===== src/rtl/keypad_operand_loader.sv =====
// Collects two decimal operands from the keypad scanner, converts them to binary
// and hands them to the multiplier with a start/done handshake.
module keypad_operand_loader #(
  parameter  int DIGITS = 2,
  parameter  int OP_W   = 7,
  localparam int NDW    = $clog2(DIGITS + 1)
) (
  input  logic            clk,
  input  logic            rst,
  input  logic            data_available,
  input  logic [3:0]      dato_i,
  input  logic            mult_done,
  output logic [OP_W-1:0] op_a,
  output logic [OP_W-1:0] op_b,
  output logic            start,
  output logic            busy,
  output logic [OP_W-1:0] entry,
  output logic [NDW-1:0]  ndigits,
  output logic            sel_b
);

  function automatic longint pow10(input int n);
    longint r;
    r = 1;
    for (int i = 0; i < n; i++) r = r * 10;
    return r;
  endfunction

  if ((longint'(1) << OP_W) <= pow10(DIGITS) - 1) begin : g_width_check
    $error("OP_W too small to hold DIGITS decimal digits");
  end

  typedef enum logic [1:0] {S_A, S_B, S_GO, S_WAIT} state_t;

  state_t            state_q, state_d;
  logic              da_q, da_d;
  logic              arm_q, arm_d;
  logic [OP_W-1:0]   op_a_q, op_a_d;
  logic [OP_W-1:0]   op_b_q, op_b_d;
  logic [OP_W-1:0]   entry_q, entry_d;
  logic [NDW-1:0]    ndigits_q, ndigits_d;
  logic              busy_q, busy_d;
  logic              sel_b_q, sel_b_d;
  logic              key_ev, is_digit, is_enter, is_clear;
  logic [OP_W+3:0]   acc;

  // arm_q suppresses the edge a key still held through reset would otherwise produce
  assign key_ev   = data_available & ~da_q & arm_q;
  assign is_digit = (dato_i <= 4'd9);
  assign is_enter = (dato_i == 4'hA);
  assign is_clear = (dato_i == 4'hC);
  assign acc      = {4'b0000, entry_q} * (OP_W+4)'(10) + (OP_W+4)'(dato_i);

  always_ff @(posedge clk) begin
    if (rst) state_q <= S_A;
    else     state_q <= state_d;
  end

  always_comb begin
    state_d = state_q;
    case (state_q)
      S_A:     if (key_ev && is_enter) state_d = S_B;
      S_B: begin
        if (key_ev && is_enter)      state_d = S_GO;
        else if (key_ev && is_clear) state_d = S_A;
      end
      S_GO:    state_d = S_WAIT;
      S_WAIT:  if (mult_done) state_d = S_A;
      default: state_d = S_A;
    endcase
  end

  always_comb begin
    da_d      = data_available;
    arm_d     = arm_q | ~data_available;
    op_a_d    = op_a_q;
    op_b_d    = op_b_q;
    entry_d   = entry_q;
    ndigits_d = ndigits_q;
    busy_d    = busy_q;
    if ((state_q == S_A || state_q == S_B) && key_ev) begin
      if (is_digit) begin
        if (ndigits_q < NDW'(DIGITS)) begin
          entry_d   = OP_W'(acc);
          ndigits_d = ndigits_q + NDW'(1);
        end
      end else if (is_enter) begin
        if (state_q == S_A) op_a_d = entry_q;
        else                op_b_d = entry_q;
        entry_d   = '0;
        ndigits_d = '0;
      end else if (is_clear) begin
        if (state_q == S_B) op_a_d = '0;
        entry_d   = '0;
        ndigits_d = '0;
      end
    end
    if (state_q == S_GO) busy_d = 1'b1;
    if (state_q == S_WAIT && mult_done) busy_d = 1'b0;
    sel_b_d = (state_d != S_A);
  end

  always_ff @(posedge clk) begin
    if (rst) begin
      da_q      <= 1'b0;
      arm_q     <= 1'b0;
      op_a_q    <= '0;
      op_b_q    <= '0;
      entry_q   <= '0;
      ndigits_q <= '0;
      busy_q    <= 1'b0;
      sel_b_q   <= 1'b0;
    end else begin
      da_q      <= da_d;
      arm_q     <= arm_d;
      op_a_q    <= op_a_d;
      op_b_q    <= op_b_d;
      entry_q   <= entry_d;
      ndigits_q <= ndigits_d;
      busy_q    <= busy_d;
      sel_b_q   <= sel_b_d;
    end
  end

  assign start   = (state_q == S_GO);
  assign op_a    = op_a_q;
  assign op_b    = op_b_q;
  assign entry   = entry_q;
  assign ndigits = ndigits_q;
  assign busy    = busy_q;
  assign sel_b   = sel_b_q;

endmodule

===== config.mk =====
export PLATFORM = sky130hd
export DESIGN_NAME = keypad_operand_loader
export DESIGN_NICKNAME = d
export VERILOG_FILES = /design/src/rtl/keypad_operand_loader.sv
export SDC_FILE = /design/constraint.sdc
export NUM_CORES = 1
export LEC_CHECK = 0
export CELL_PAD_IN_SITES_DETAIL_PLACEMENT = 0
export CELL_PAD_IN_SITES_GLOBAL_PLACEMENT = 1
export CORE_MARGIN = 5
export CORE_UTILIZATION = 39
export CTS_CLUSTER_SIZE = 28
export DETAILED_ROUTE_END_ITERATION = 12
export PLACE_DENSITY_LB_ADDON = 0.25
export RECOVER_POWER = 100
export SLEW_MARGIN = 20
export SYNTH_ARGS = -nofsm -noshare
export SYNTH_HDL_FRONTEND = slang
export SYNTH_SLANG_ARGS = --single-unit

===== constraint.sdc =====
create_clock -name clk -period 6 [get_ports clk]
set_input_delay 1.2 -clock clk [delete_from_list [all_inputs] [get_ports clk]]
set_output_delay 1.2 -clock clk [all_outputs]
set_load 0.01 [all_outputs]

==> flow_metrics.tcl <==
set metrics [dict create \
    status "finished with violations" \
    violations "capacitance limit, slew limit" \
    cts_setup_buffers 0 \
    synth_nets 168 \
    antenna_found_initial 0 \
    synth.cell_area_um2 1414 \
    yosysWarnings 0 \
    cts_root_buf "clkbuf_4" \
    report.power.total_w 0.0003960 \
    finalSetupViolCount 0 \
    fin_worst_skew_ns 0.005836 \
    worst_slack_ns 2.062 \
    post-route-min-period_ns 3.938 \
    relSlewSlack -0.1907 \
    ys_seq_elements 29 \
    wl_mm 3.362 \
    final-hold-violation-count 0 \
    vdd_drop_max_mv 0.08868 \
    drive_above_1_share 0.04813 \
    p_comb_frac 0.080 \
    final_area_um2 1837 \
    critPathCaptureType "flip-flop" \
    synth_edf_count 0 \
    dp_hpwl_mm 2.503 \
    die_w_um 70.21 \
    grt_pass1_vias 1212 \
    power_switching_w 0.00008832 \
    hp-class "reg -> reg" \
    yosys.area.top_type_share 0.4106 \
    route.vias.total 1228 \
    die-area_um2 4929 \
    synth_flop_cell "dfxtp_1" \
    nFillCells 323 \
    synth.most_common_cell "dfxtp_1" \
    switching_share 0.2230 \
    seq_power_share 0.499 \
    globalRouteTotalUtil 0.1485 \
    ys_top_cells_by_area "dfxtp_1 (41%), ha_1 (6.2%), nor2_1 (5.0%), a21oi_1 (5.0%), mux2i_1 (5.0%)" \
    ctsHtreeMaxLevel 2 \
    grt_busiest_layer "met2" \
    netlist_instances 151 \
    worstPathArrival_ns 4.12 \
    initial_utilization 0.4139 \
    grtUsageMet3 0.04878 \
    cts_sinks 29 \
    insertion_delay_ns 0.32 \
    via_per_inst 5.270 \
    grt_pass1_wl_mm 5.796 \
    synth_area_per_cell_um2 9.363 \
    drv_slew 9 \
    port-buffer-count 33 \
    cts.clk_slew.worst_paths_ns 0.09 \
    gr-usage-met1 0.1809 \
    cts-buffers-inserted 5 \
    yosysTopAreaCell "dfxtp_1" \
    drt-wirelength-per-cell_um 14.43 \
    seq_area_frac_synth 0.4106 \
    use_met2 0.2413 \
    dieHeight_um 70.21 \
    grt_overflow 0 \
    p_clk_frac 0.421 \
    ys_top_cells_by_count "dfxtp_1 (29), nor2_1 (19), a21oi_1 (14)" \
    nets 203 \
    gp_congestion 0.7702 \
    ios 34 \
    preCtsSetupSlack_ns 2.544 \
    worstMarginPinSlew_ns 1.770 \
    whs_ns 0.4914 \
    start_kind "input pin" \
    pwr_density_cell_nw_per_um2 215.6 \
    ys_async_sr_fraction 0 \
    clock_path_buffers 2 \
    synth_cell_type_count 33 \
    max_freq_ghz 0.2539 \
    crit_type "in -> reg" \
    row_count 21 \
    cts_tree "built" \
    internal_power_w 0.0003077 \
    cts_hold_buf 0 \
    finalSetupTns_ns 0 \
    post-route-period-util 0.6564 \
    cp.required_ns 6.18 \
    n_antenna_cell 0 \
    coreArea_um2 3416 \
    place_area_um2 1782 \
    leakagePower_nw 0.7558 \
    syn2layout_area_growth_pct 29.91 \
    drc 0 \
    ant_nets 0 \
    crit_fanout 11 \
    max_cap_viol_count 1 \
    cts_resized 0 \
    drtIter0Drc 71 \
    rsz0062_at_grt "false" \
    first_pass_iters 4 \
    grt_max_degree 31 \
]
routing by layer:
layer	routed length, um	up-vias	part of all wire
met2	1617	27	0.48
met3	152	6	0.045
met5	0	-	0
li1	-	607	-
met4	64	0	0.019
met1	1527	588	0.45
worst max-delay path, stage by stage:
cell	delay, ns
dlygate4sd3_1	0.60
nand4bb_1	0.42
nor4_1	1.53
mux2i_1	0.31
nor2_1	0.05
stage by stage:
step	util	instances
after CTS	0.5465	233
after global routing	0.5377	233
final	0.5377	233
after floorplan	-	151
after detailed placement	0.5216	225
after global placement	0.5216	225
layout make-up:
type	instances	area [um^2]	area share
inverter	8	30.03	0.01635
multi-input combinational	109	753.2	0.4101
clock inverter	1	30.03	0.01635
timing repair buffer	33	330.3	0.1798
tap	46	57.56	0.03134
sequential	29	580.6	0.3161
clock buffer	7	55.05	0.02997
sequential cells by signal (all words and copies together) (netlist names):
register  cells
busy          1
ndigits       2
sel_b         1
da_q          1
op_a          7
state_q       2
arm_q         1
entry         7
op_b          7
power by group through the flow:
stage | logic, W | registers [W] | clock network [W]
after CTS | 0.0000339 | 0.000198 | 0.000169
final | 0.0000315 | 0.000198 | 0.000167
after global placement | 0.0000330 | 0.000202 | 0
after floorplan | 0.0000202 | 0.000202 | 0
after global routing | 0.0000354 | 0.000198 | 0.000180
after detailed placement | 0.0000337 | 0.000202 | 0
worst paths after layout:
| kind | slack (ns) | depth (start not counted) | endpoint | startpoint |
|---|---|---|---|---|
| setup / recovery | 2.06 | 5 | op_b[6] | data_available |
| hold / removal | 0.49 | 2 | arm_q | arm_q |
| setup reg to reg | 3.09 | 4 | op_b[6] | state_q[1] |
| hold reg to reg | 0.49 | 2 | arm_q | arm_q |
cell families (layout without fill, tap and decap cells):
group                    Yosys count  after routing  share of synthesized area
buffers and inverters             13             49                    0.03539
adder cells (fa/ha/maj)            9              9                    0.09026
AND/OR/NAND/NOR                   45             45                     0.1956
AO/OA/AOI/OAI                     41             41                     0.1752
XOR/XNOR                           7              7                    0.04336
flip-flops                        29             29                     0.4106
multiplexers                       7              7                    0.04956
placed cells by master (no fill, tap or decap), types with 4 or more instances in the layout:
cell type        count
a21oi_1             14
a22oi_1              8
clkbuf_4             5
clkdlybuf4s50_1      4
dfxtp_1             29
dlygate4sd3_1       29
ha_1                 7
inv_1                7
mux2i_1              7
nand2_1              4
nand2b_1             4
nor2_1              19
nor2b_1              4
o21ai_0              4
o21ai_1              8
xnor2_1              4
No activity file was read; power rests on OpenSTA's default activity.
